==> config.mk <==
export PLATFORM = sky130hd
export DESIGN_NAME = bitty_uart_flat
export DESIGN_NICKNAME = d
export VERILOG_FILES = /design/src/rtl/bitty_uart_if.sv /design/src/rtl/bitty_uart.sv /design/src/flat_wrapper.sv
export SDC_FILE = /design/constraint.sdc
export NUM_CORES = 1
export LEC_CHECK = 0
export ABC_CLOCK_PERIOD_IN_PS = 3800
export CAP_MARGIN = 5
export CORE_MARGIN = 3
export CORE_UTILIZATION = 59
export DETAILED_ROUTE_END_ITERATION = 10
export PLACE_DENSITY = 0.79
export SETUP_SLACK_MARGIN = 0.2
export SLEW_MARGIN = 20
export SYNTH_ARGS = -nofsm -noshare
export SYNTH_HDL_FRONTEND = slang
export SYNTH_SLANG_ARGS = --single-unit
==> constraint.sdc <==
create_clock -name clk -period 3.8 [get_ports clk]
set_input_delay 0.76 -clock clk [delete_from_list [all_inputs] [get_ports clk]]
set_output_delay 0.76 -clock clk [all_outputs]
set_load 0.1 [all_outputs]
==> src/rtl/bitty_uart_if.sv <==
// Host-side bundle for bitty_uart: transmit request/ready, receive FIFO head and error pulses.
interface bitty_uart_if #(
  parameter int DATA_BITS = 8
);
  logic [DATA_BITS-1:0] tx_data;
  logic                 tx_valid;
  logic                 tx_ready;
  logic [DATA_BITS-1:0] rx_data;
  logic                 rx_valid;
  logic                 rx_ready;
  logic                 rx_overrun;
  logic                 rx_frame_err;

  modport master (
    output tx_data, tx_valid, rx_ready,
    input  tx_ready, rx_data, rx_valid, rx_overrun, rx_frame_err
  );

  modport slave (
    input  tx_data, tx_valid, rx_ready,
    output tx_ready, rx_data, rx_valid, rx_overrun, rx_frame_err
  );
endinterface

==> src/rtl/bitty_uart.sv <==
// bitty_uart: full-duplex UART with an RX FIFO and overrun / framing-error pulses.
// Define BITTY_UART_PARITY_EN to insert an even-parity bit after the data on TX and RX.
module bitty_uart #(
  parameter int CLKS_PER_BIT = 16,
  parameter int DATA_BITS    = 8,
  parameter int FIFO_DEPTH   = 4
) (
  input  logic        clk,
  input  logic        rst,
  input  logic        rx,
  output logic        tx,
  bitty_uart_if.slave bus
);
  localparam int CW = $clog2(CLKS_PER_BIT);
  localparam int BW = $clog2(DATA_BITS);
  localparam int AW = $clog2(FIFO_DEPTH);
  localparam int NW = AW + 1;
  localparam logic [CW-1:0] BIT_END  = CW'(CLKS_PER_BIT - 1);
  localparam logic [CW-1:0] HALF_END = CW'(CLKS_PER_BIT / 2 - 1);
  localparam logic [BW-1:0] LAST_BIT = BW'(DATA_BITS - 1);
  localparam logic [NW-1:0] FULL_CNT = NW'(FIFO_DEPTH);

  // ---------------------------------------------------------------- transmitter
  typedef enum logic [2:0] {
    TX_IDLE,
    TX_START,
    TX_DATA,
`ifdef BITTY_UART_PARITY_EN
    TX_PARITY,
`endif
    TX_STOP
  } tx_state_t;

  tx_state_t            tx_state, tx_state_n;
  logic [CW-1:0]        tx_cnt, tx_cnt_n;
  logic [BW-1:0]        tx_idx, tx_idx_n;
  logic [DATA_BITS-1:0] tx_shift, tx_shift_n;
  logic                 tx_ready_q, tx_ready_n;
  logic                 tx_line;
  logic                 tx_bit_end;
`ifdef BITTY_UART_PARITY_EN
  logic                 tx_par, tx_par_n;
`endif

  always_ff @(posedge clk or posedge rst) begin
    if (rst) begin
      tx_state   <= TX_IDLE;
      tx_cnt     <= '0;
      tx_idx     <= '0;
      tx_shift   <= '0;
      tx_ready_q <= 1'b1;
      tx         <= 1'b1;
`ifdef BITTY_UART_PARITY_EN
      tx_par     <= 1'b0;
`endif
    end else begin
      tx_state   <= tx_state_n;
      tx_cnt     <= tx_cnt_n;
      tx_idx     <= tx_idx_n;
      tx_shift   <= tx_shift_n;
      tx_ready_q <= tx_ready_n;
      tx         <= tx_line;
`ifdef BITTY_UART_PARITY_EN
      tx_par     <= tx_par_n;
`endif
    end
  end

  // tx is registered from the state, so the line lags the FSM by one cycle;
  // ready is likewise only restored one cycle after the FSM re-enters idle.
  always_comb begin
    tx_state_n = tx_state;
    tx_bit_end = (tx_cnt == BIT_END);
    tx_cnt_n   = tx_bit_end ? '0 : tx_cnt + 1'b1;
    tx_idx_n   = tx_idx;
    tx_shift_n = tx_shift;
    tx_ready_n = tx_ready_q;
    tx_line    = 1'b1;
`ifdef BITTY_UART_PARITY_EN
    tx_par_n   = tx_par;
`endif
    unique case (tx_state)
      TX_IDLE: begin
        tx_cnt_n   = '0;
        tx_ready_n = 1'b1;
        if (bus.tx_valid && tx_ready_q) begin
          tx_state_n = TX_START;
          tx_shift_n = bus.tx_data;
          tx_ready_n = 1'b0;
`ifdef BITTY_UART_PARITY_EN
          tx_par_n   = ^bus.tx_data;
`endif
        end
      end
      TX_START: begin
        tx_line = 1'b0;
        if (tx_bit_end) begin
          tx_state_n = TX_DATA;
          tx_idx_n   = '0;
        end
      end
      TX_DATA: begin
        tx_line = tx_shift[0];
        if (tx_bit_end) begin
          tx_shift_n = tx_shift >> 1;
          tx_idx_n   = tx_idx + 1'b1;
          if (tx_idx == LAST_BIT) begin
`ifdef BITTY_UART_PARITY_EN
            tx_state_n = TX_PARITY;
`else
            tx_state_n = TX_STOP;
`endif
          end
        end
      end
`ifdef BITTY_UART_PARITY_EN
      TX_PARITY: begin
        tx_line = tx_par;
        if (tx_bit_end) tx_state_n = TX_STOP;
      end
`endif
      TX_STOP: begin
        tx_line = 1'b1;
        if (tx_bit_end) tx_state_n = TX_IDLE;
      end
      default: tx_state_n = TX_IDLE;
    endcase
  end

  assign bus.tx_ready = tx_ready_q;

  // ------------------------------------------------------------------- receiver
  typedef enum logic [2:0] {
    RX_IDLE,
    RX_START,
    RX_DATA,
`ifdef BITTY_UART_PARITY_EN
    RX_PARITY,
`endif
    RX_STOP
  } rx_state_t;

  rx_state_t            rx_state, rx_state_n;
  logic                 rx_s1, rx_s2, rx_s3;
  logic [CW-1:0]        rx_cnt, rx_cnt_n;
  logic [BW-1:0]        rx_idx, rx_idx_n;
  logic [DATA_BITS-1:0] rx_shift, rx_shift_n;
  logic                 rx_bit_end;
  logic                 push_req, err_req;
`ifdef BITTY_UART_PARITY_EN
  logic                 rx_par, rx_par_n;
`endif

  always_ff @(posedge clk or posedge rst) begin
    if (rst) begin
      rx_s1    <= 1'b1;
      rx_s2    <= 1'b1;
      rx_s3    <= 1'b1;
      rx_state <= RX_IDLE;
      rx_cnt   <= '0;
      rx_idx   <= '0;
      rx_shift <= '0;
`ifdef BITTY_UART_PARITY_EN
      rx_par   <= 1'b0;
`endif
    end else begin
      rx_s1    <= rx;
      rx_s2    <= rx_s1;
      rx_s3    <= rx_s2;
      rx_state <= rx_state_n;
      rx_cnt   <= rx_cnt_n;
      rx_idx   <= rx_idx_n;
      rx_shift <= rx_shift_n;
`ifdef BITTY_UART_PARITY_EN
      rx_par   <= rx_par_n;
`endif
    end
  end

  always_comb begin
    rx_state_n = rx_state;
    rx_bit_end = (rx_cnt == BIT_END);
    rx_cnt_n   = rx_bit_end ? '0 : rx_cnt + 1'b1;
    rx_idx_n   = rx_idx;
    rx_shift_n = rx_shift;
    push_req   = 1'b0;
    err_req    = 1'b0;
`ifdef BITTY_UART_PARITY_EN
    rx_par_n   = rx_par;
`endif
    unique case (rx_state)
      RX_IDLE: begin
        rx_cnt_n = '0;
        if (rx_s3 && !rx_s2) rx_state_n = RX_START;
      end
      RX_START: begin
        if (rx_cnt == HALF_END) begin
          rx_cnt_n   = '0;
          rx_idx_n   = '0;
          rx_state_n = rx_s2 ? RX_IDLE : RX_DATA;
        end
      end
      RX_DATA: begin
        if (rx_bit_end) begin
          rx_shift_n = {rx_s2, rx_shift[DATA_BITS-1:1]};
          rx_idx_n   = rx_idx + 1'b1;
          if (rx_idx == LAST_BIT) begin
`ifdef BITTY_UART_PARITY_EN
            rx_state_n = RX_PARITY;
`else
            rx_state_n = RX_STOP;
`endif
          end
        end
      end
`ifdef BITTY_UART_PARITY_EN
      RX_PARITY: begin
        if (rx_bit_end) begin
          rx_par_n   = rx_s2;
          rx_state_n = RX_STOP;
        end
      end
`endif
      RX_STOP: begin
        if (rx_bit_end) begin
          rx_state_n = RX_IDLE;
`ifdef BITTY_UART_PARITY_EN
          if (!rx_s2 || ((^rx_shift) ^ rx_par)) err_req = 1'b1;
`else
          if (!rx_s2) err_req = 1'b1;
`endif
          else push_req = 1'b1;
        end
      end
      default: rx_state_n = RX_IDLE;
    endcase
  end

  // ------------------------------------------------------------------ RX FIFO
  logic [DATA_BITS-1:0] mem [FIFO_DEPTH];
  logic [AW-1:0]        wptr, wptr_n, rptr, rptr_n;
  logic [NW-1:0]        count, count_n;
  logic [DATA_BITS-1:0] rx_data_q, head_n;
  logic                 rx_valid_q, overrun_q, frame_err_q;
  logic                 pop, push, full;

  // The head is registered, so the next head is forwarded from the incoming
  // byte when it lands in the slot the read pointer is about to point at.
  always_comb begin
    pop     = rx_valid_q && bus.rx_ready;
    full    = (count == FULL_CNT);
    push    = push_req && (!full || pop);
    wptr_n  = push ? wptr + 1'b1 : wptr;
    rptr_n  = pop ? rptr + 1'b1 : rptr;
    count_n = count + NW'(push) - NW'(pop);
    head_n  = (push && (rptr_n == wptr)) ? rx_shift : mem[rptr_n];
  end

  always_ff @(posedge clk) begin
    if (push) mem[wptr] <= rx_shift;
  end

  always_ff @(posedge clk or posedge rst) begin
    if (rst) begin
      wptr        <= '0;
      rptr        <= '0;
      count       <= '0;
      rx_data_q   <= '0;
      rx_valid_q  <= 1'b0;
      overrun_q   <= 1'b0;
      frame_err_q <= 1'b0;
    end else begin
      wptr        <= wptr_n;
      rptr        <= rptr_n;
      count       <= count_n;
      rx_valid_q  <= (count_n != '0);
      if (count_n != '0) rx_data_q <= head_n;
      overrun_q   <= push_req && full && !pop;
      frame_err_q <= err_req;
    end
  end

  assign bus.rx_data      = rx_data_q;
  assign bus.rx_valid     = rx_valid_q;
  assign bus.rx_overrun   = overrun_q;
  assign bus.rx_frame_err = frame_err_q;
endmodule

==> src/flat_wrapper.sv <==
// flat-port wrapper written by rule: the top's interface ports become plain ports
module bitty_uart_flat 
#(
  parameter int CLKS_PER_BIT = 16,
  parameter int DATA_BITS    = 8,
  parameter int FIFO_DEPTH   = 4
)
  (clk, rst, rx, tx, bus_tx_data, bus_tx_valid, bus_rx_ready, bus_tx_ready, bus_rx_data, bus_rx_valid, bus_rx_overrun, bus_rx_frame_err);
  bitty_uart_if #(.DATA_BITS(DATA_BITS)) bus_i ();
  input  logic clk;
  input  logic rst;
  input  logic rx;
  output logic tx;
  input wire logic [$bits(bus_i.tx_data)-1:0] bus_tx_data;
  input wire logic [$bits(bus_i.tx_valid)-1:0] bus_tx_valid;
  input wire logic [$bits(bus_i.rx_ready)-1:0] bus_rx_ready;
  output wire logic [$bits(bus_i.tx_ready)-1:0] bus_tx_ready;
  output wire logic [$bits(bus_i.rx_data)-1:0] bus_rx_data;
  output wire logic [$bits(bus_i.rx_valid)-1:0] bus_rx_valid;
  output wire logic [$bits(bus_i.rx_overrun)-1:0] bus_rx_overrun;
  output wire logic [$bits(bus_i.rx_frame_err)-1:0] bus_rx_frame_err;
  assign bus_i.tx_data = bus_tx_data;
  assign bus_i.tx_valid = bus_tx_valid;
  assign bus_i.rx_ready = bus_rx_ready;
  assign bus_tx_ready = bus_i.tx_ready;
  assign bus_rx_data = bus_i.rx_data;
  assign bus_rx_valid = bus_i.rx_valid;
  assign bus_rx_overrun = bus_i.rx_overrun;
  assign bus_rx_frame_err = bus_i.rx_frame_err;
  bitty_uart #(.CLKS_PER_BIT(CLKS_PER_BIT), .DATA_BITS(DATA_BITS), .FIFO_DEPTH(FIFO_DEPTH)) u_core (.clk(clk), .rst(rst), .rx(rx), .tx(tx), .bus(bus_i));
endmodule
==> run metrics, run 1 <==
number of routed nets with antenna violations=0; RSZ-0062 raised after global routing=false; Area contributors post-synth=dfrtp_1 30%, edfxtp_1 22%, ha_1 6.1%; Final Non-Filler Cells=~500; DR iter-0 viols=145; sequential share of the synthesized area=55.6%; Core Area=between 6000 and 7000 um2; Achievable Freq=301 MHz; die extent in y=91.5 um; Hold/Removal Path Class=reg2reg; CP startpoint=bus_rx_ready; CP bufs+invs=2; width of the chip=between 90 and 100 um; Synth area leader=dfrtp_1; sw frac=between 40% and 50%; Yosys reg bits=89; placer congestion estimate=0.835; Async S/R FF share, synth=64.0%; root buf cell=clkbuf_8; synthesis-to-layout area growth=12.1%; grt ovf=0; clock network latency to the later pin of the worst-skew pair=0.34 ns; worst slew pin tran=1.02 ns; CP dominant cell by count=xnor2_1; Placed Cells=482; R2R Path Start=u_core.bus.rx_valid; final hold violation count=0; Cells after Synth=approximately 370; critical path launch point type=input port; H-tree Lvls=3; WL final=8.26 mm; Crit path required time=4.05 ns; critical-path maximum fanout=7; peak per-stage delay on the critical path=0.52 ns; Crit Path Class=in2reg; Gate power share=around 45%; clk sinks=89; total track usage=21.3%; Syn Nets=407; share of cells above drive strength 1=about 15%; Die ar.=around 8400 um2; Nets=432; Final period util=~90%; # setup viols final=0; Setup TNS=0 ns; clock network fraction of design power=17.5%; first-pass GRT wire length=14.2 mm; Starting Density=62.0%; hold_buf cts=0; antenna violations before repair=0; Slowest-stage cell, CP=clkdlybuf4s50_1; critical path depth in cells=11; Fin Clk Skew=~0.010 ns; top cell type's share of synthesized area=30.2%; number of flops mapped to enable cells by yosys=32; CP endpoint=u_core.bus.rx_data[6]; Bufs on Longest Clock Path=2; io pins=26; YS warnings=0; peak supply drop=approximately 520 uV; router iterations before antenna repair=4; commonest non-fill, non-tap cell in the layout=dfrtp_1; max cap viols=0; average wire per standard cell=16.6 um; fillers=501; Reg2Reg Depth=10; vias per cell=5.79; Final Worst Setup Slack=between 0.4 and 0.5 ns; Int Pwr=approximately 2.1 mW; status=finished clean; number of global-route vias before repair=3004; power per cell area=777 nW/um2; Largest delay share family, worst path=buffers and inverters; R2R setup slack=0.86 ns; most frequent cells in the layout=52 x dfrtp_1, 33 x o21ai_0, 32 x edfxtp_1; total CTS buffers=9; Netlist cell types=58; Post-synth top flop=dfrtp_1; PostCTS Resize Cnt=0; Tmin final=around 3.3 ns; R2R Path End=u_core.bus.rx_data[6]; clk slew on worst S/H paths=0.08 ns; vias=2881; synthesized area per cell=11.6 um2; antenna cell count=0; number of max-slew violations in the final report=0; FP Rows=30; Port Buffer Count=25; hpwl dp=5.91 mm; Worst Setup End Kind=register; slew margin rel.=31.9%; Placement Setup Slack=around 0.16 ns; Lkg Pwr=1.92 nW; Net Switching=1.63 mW; Residual DRC=0; Post-CTS Setup Bufs=0; CTS tree=done; Reg power frac=37.9%; Critical Path AT=3.57 ns; Post-Syn Area=4310 um2; largest net degree at the start of global routing=31; CP Cell Sequence=clkdlybuf4s50_1 > a211oi_1 > buf_4 > a211oi_4 > ha_1 > fa_1 > xnor2_1 > xnor2_1 > or3_1 > and2b_4 > a221oi_2
[Yosys cell counts, drive strengths merged, types with 2 or more instances]
master and number:
dfrtp 52, a32o 2, ha 21, mux2 9, edfxtp 32, and2 5, nor2 22, dfstp 5
clkbuf 12, nor2b 2, inv 28, nand3b 3, xnor2 6, or3 2, a21oi 13, o21ai 33
a221oi 7, nand2 31, nand4 2, nand4b 2, a21o 3, o221ai 10, nand2b 3, a211oi 3
nor3b 2, mux2i 9, nor3 18, o31ai 3, o22ai 8, buf 8
[worst min-delay path by stage]
stage / start / endpoint / cells past startpoint / slack [ns]
2_1_floorplan: u_core.rx_s1 / u_core.rx_s2 / 0 / 0.35
3_3_place_gp: u_core.rx_s1 / u_core.rx_s2 / 0 / 0.35
3_5_place_dp: u_core.rx_s1 / u_core.rx_s2 / 0 / 0.35
4_1_cts: u_core.rx_s1 / u_core.rx_s2 / 0 / 0.36
5_1_grt: u_core.rx_s1 / u_core.rx_s2 / 0 / 0.37
6_report: u_core.rx_s1 / u_core.rx_s2 / 0 / 0.36
[kinds of logic (layout without fill, tap and decap cells)]
kind of cell / after synthesis / in the layout / share of synthesized area (%)
XOR/XNOR: 7 / 7 / 1.42
buffers and inverters: 49 / 79 / 5.34
AND/OR/NAND/NOR: 97 / 97 / 11.6
adder cells (fa/ha/maj): 22 / 22 / 6.56
flip-flops: 89 / 89 / 55.6
AO/OA/AOI/OAI: 90 / 90 / 15.1
multiplexers: 18 / 18 / 4.44
[sequential cells by signal (all words and copies together) (netlist names), 3 cells and up]
register            flops
u_core.mem             32
u_core.bus.rx_data      8
u_core.tx_cnt           4
u_core.tx_idx           3
u_core.count            3
u_core.tx_shift         8
u_core.rx_cnt           4
u_core.rx_shift         8
u_core.rx_idx           3
[stage by stage]
| stage | utilization, % | hold WS, ns | total power, mW | cell area (um2) |
|---|---|---|---|---|
| after CTS | 69.5 | 0.362 | 3.77 | 4820 |
| after detailed placement | 66.6 | 0.349 | 3.12 | 4620 |
| final | 69.5 | 0.362 | 3.75 | 4830 |
| after floorplan | - | 0.345 | 2.75 | 4310 |
| after global placement | 66.6 | 0.346 | 3.04 | 4620 |
| after global routing | 69.5 | 0.366 | 4.01 | 4830 |
[power groups by stage]
stage / sequential, mW / combinational (mW) / clock (mW)
after global routing: 1.46 / 1.83 / 0.718
final: 1.42 / 1.67 / 0.656
after CTS: 1.42 / 1.68 / 0.674
after floorplan: 1.73 / 1.02 / 0
after detailed placement: 1.44 / 1.68 / 0
after global placement: 1.43 / 1.61 / 0
[routing by layer]
layer  part of all wire [%]  vias up  GRT usage [%]
li1                       -     1386              -
met1                     45     1409           27.7
met2                     48       78           35.1
met3                    5.5        8           4.64
met4                    1.5        0           7.54
met5                      0        -              0
[worst register-to-register path, cell delays in order (launching register included)]
cell	delay [ns]
dfrtp_1	0.52
a211oi_1	0.31
buf_4	0.17
a211oi_4	0.06
ha_1	0.22
fa_1	0.38
xnor2_1	0.15
xnor2_1	0.14
or3_1	0.37
and2b_4	0.24
a221oi_2	0.28
[area by class of cell]
class	count	area, um2	area share [%]
Clock buffer	9	124	2.57
Clock inverter	7	76.3	1.58
Inverter	29	109	2.25
Multi-Input combinational cell	234	1690	35.0
Sequential cell	89	2390	49.6
Tap cell	96	120	2.49
Timing Repair Buffer	34	318	6.58
Note: power is estimated with default switching activity, not from simulation.
==> inputs of run 2 (changes only) <==
ABC_CLOCK_PERIOD_IN_PS = 2950   (was 3800)
CORE_UTILIZATION = 53   (was 59)
PLACE_DENSITY = 0.75   (was 0.79)
clock period = 2.95 ns   (was 3.8 ns; I/O delays follow)
==> run 2 against run 1 <==
Effect of this change:
- register-to-register slack lost 0.57 ns
- via count is 1.4% higher
- final cell count rose by 2.6%
- die area up 11%
- design area is 2.0% higher
- non-clock buffer count grew 7
- worst setup slack got worse by 0.19 ns
- combinational power up 41%
- clock skew increased by 0.0021 ns
- wire length is 2.6% lower
- global-route usage fell by 1.8 points
- critical endpoint is now u_core.bus.rx_data[3]
- largest power group unchanged
==> run metrics, run 2 (synthesized netlist as in run 1, its figures left out) <==
placed inst area=4670 um2; # setup viols final=0; Hold/Removal Path Class=reg2reg; clock network latency to the later pin of the worst-skew pair=0.37 ns; Critical Path AT=between 2 and 3 ns; die extent in y=between 90 and 100 um; Placed Cells=490; Final Non-Filler Cells=511; Final period util=90.3%; io pins=26; power per cell area=1000 nW/um2; Achievable Freq=375 MHz; number of max-slew violations in the final report=0; DR iter-0 viols=137; Port Buffer Count=25; FP Rows=32; WL final=slightly above 8 mm; number of routed nets with antenna violations=0; width of the chip=between 90 and 100 um; Residual DRC=0; share of cells above drive strength 1=23.0%; vias per cell=5.72; clk sinks=89; grt ovf=0; antenna cell count=0; total CTS buffers=9; status=finished clean; worst slew pin tran=0.650 ns; vias=roughly 2900; Top reg by flops=u_core.mem; H-tree Lvls=3; Core Area=a little under 8000 um2; Crit Path Class=reg2reg; RSZ-0062 raised after global routing=false; CP Cell Sequence=a211oi_2 > buf_4 > a211oi_4 > ha_4 > fa_2 > xnor2_2 > xnor2_1 > or3_4 > and2b_4 > a221oi_2; critical path launch point type=register; average wire per standard cell=15.8 um; commonest non-fill, non-tap cell in the layout=dfrtp_1; total track usage=between 15 and 20%; hpwl dp=5.60 mm; CTS tree=done; Slowest-stage cell, CP=dfrtp_2; critical-path maximum fanout=7; number of global-route vias before repair=2838; final hold violation count=0; hold_ws=0.362 ns; Lkg Pwr=approximately 2.0 nW; most frequent cells in the layout=49 x dfrtp_1, 33 x o21ai_0, 32 x edfxtp_1; router iterations before antenna repair=4; Bufs on Longest Clock Path=2; Crit path required time=3.22 ns; Nets=~440; antenna violations before repair=0; peak per-stage delay on the critical path=0.45 ns; Design Area, Final=a little under 5000 um2; root buf cell=clkbuf_8; Largest register FFs=32; clk slew on worst S/H paths=0.09 ns; placer congestion estimate=0.821; peak supply drop=538 uV; Starting Density=55.2%; slew margin rel.=56.7%; max cap viols=0; Fin Clk Skew=0.0125 ns; Worst Setup End Kind=register; Tmin final=2.66 ns; largest net degree at the start of global routing=35; first-pass GRT wire length=~14 mm; synthesis-to-layout area growth=14.3%; hold_buf cts=0; Die ar.=9250 um2
[run 2: cell type report]
| class | instances | area, um2 |
|---|---|---|
| fillers | 599 | 2880 |
| flip-flops and latches | 89 | 2400 |
| multi-input cells | 234 | 1750 |
| repair buffers | 41 | 345 |
| well taps | 102 | 128 |
| clock buffers | 9 | 124 |
| inverters | 29 | 109 |
| clock inverters | 7 | 67.6 |
[run 2: stage by stage]
stage          utilization, %  worst slack [ns]  power (mW)  setup TNS (ns)
2_1_floorplan               -            -0.244        3.63           -1.94
3_3_place_gp             59.8            -0.423        4.00           -3.44
3_5_place_dp             59.8            -0.514        4.09           -4.12
4_1_cts                  62.8             0.212        4.94               0
5_1_grt                  63.1             0.199        5.27               0
6_report                 63.1             0.287        4.93               0
[run 2: critical path: cells and delay by family (launching register included)]
kind / cells / cell delay (ns)
AO/OA/AOI/OAI: 3 / 0.53
buffers and inverters: 1 / 0.16
XOR/XNOR: 2 / 0.30
AND/OR/NAND/NOR: 2 / 0.61
flip-flops: 1 / 0.45
adder cells (fa/ha/maj): 2 / 0.54
[run 2: worst paths after layout]
check,start,to,slack (ns),depth (start not counted)
max,u_core.bus.rx_valid,u_core.bus.rx_data[3],0.29,10
min,u_core.rx_s1,u_core.rx_s2,0.36,0
max reg2reg,u_core.bus.rx_valid,u_core.bus.rx_data[3],0.29,10
min reg2reg,u_core.rx_s1,u_core.rx_s2,0.36,0
max in group asynchronous,rst,u_core.rx_s2,1.75,3
min in group asynchronous,rst,u_core.tx_shift[4],0.58,2
[run 2: power breakdown]
| group | internal [mW] | switching, mW | total, mW |
|---|---|---|---|
| Sequential | 1.55 | 0.214 | 1.76 |
| Combinational | 0.867 | 1.49 | 2.35 |
| Clock | 0.331 | 0.487 | 0.819 |
| Total | 2.74 | 2.19 | 4.93 |
[run 2: timing repair]
| item | 4_1_cts | 5_1_grt |
|---|---|---|
| setup endpoints to repair | 9 | 7 |
| pin swaps | 1 | 8 |
| gates resized for setup | 7 | 4 |
| setup buffers | 3 | 2 |
| hold endpoints to repair | 0 | 0 |
[run 2: metal layers]
layer | part of all wire [%] | GRT usage [%]
met1 | 46 | 25.7
met2 | 47 | 29.6
met4 | 1.2 | 7.23
met3 | 5.9 | 6.88
met5 | 0 | 0
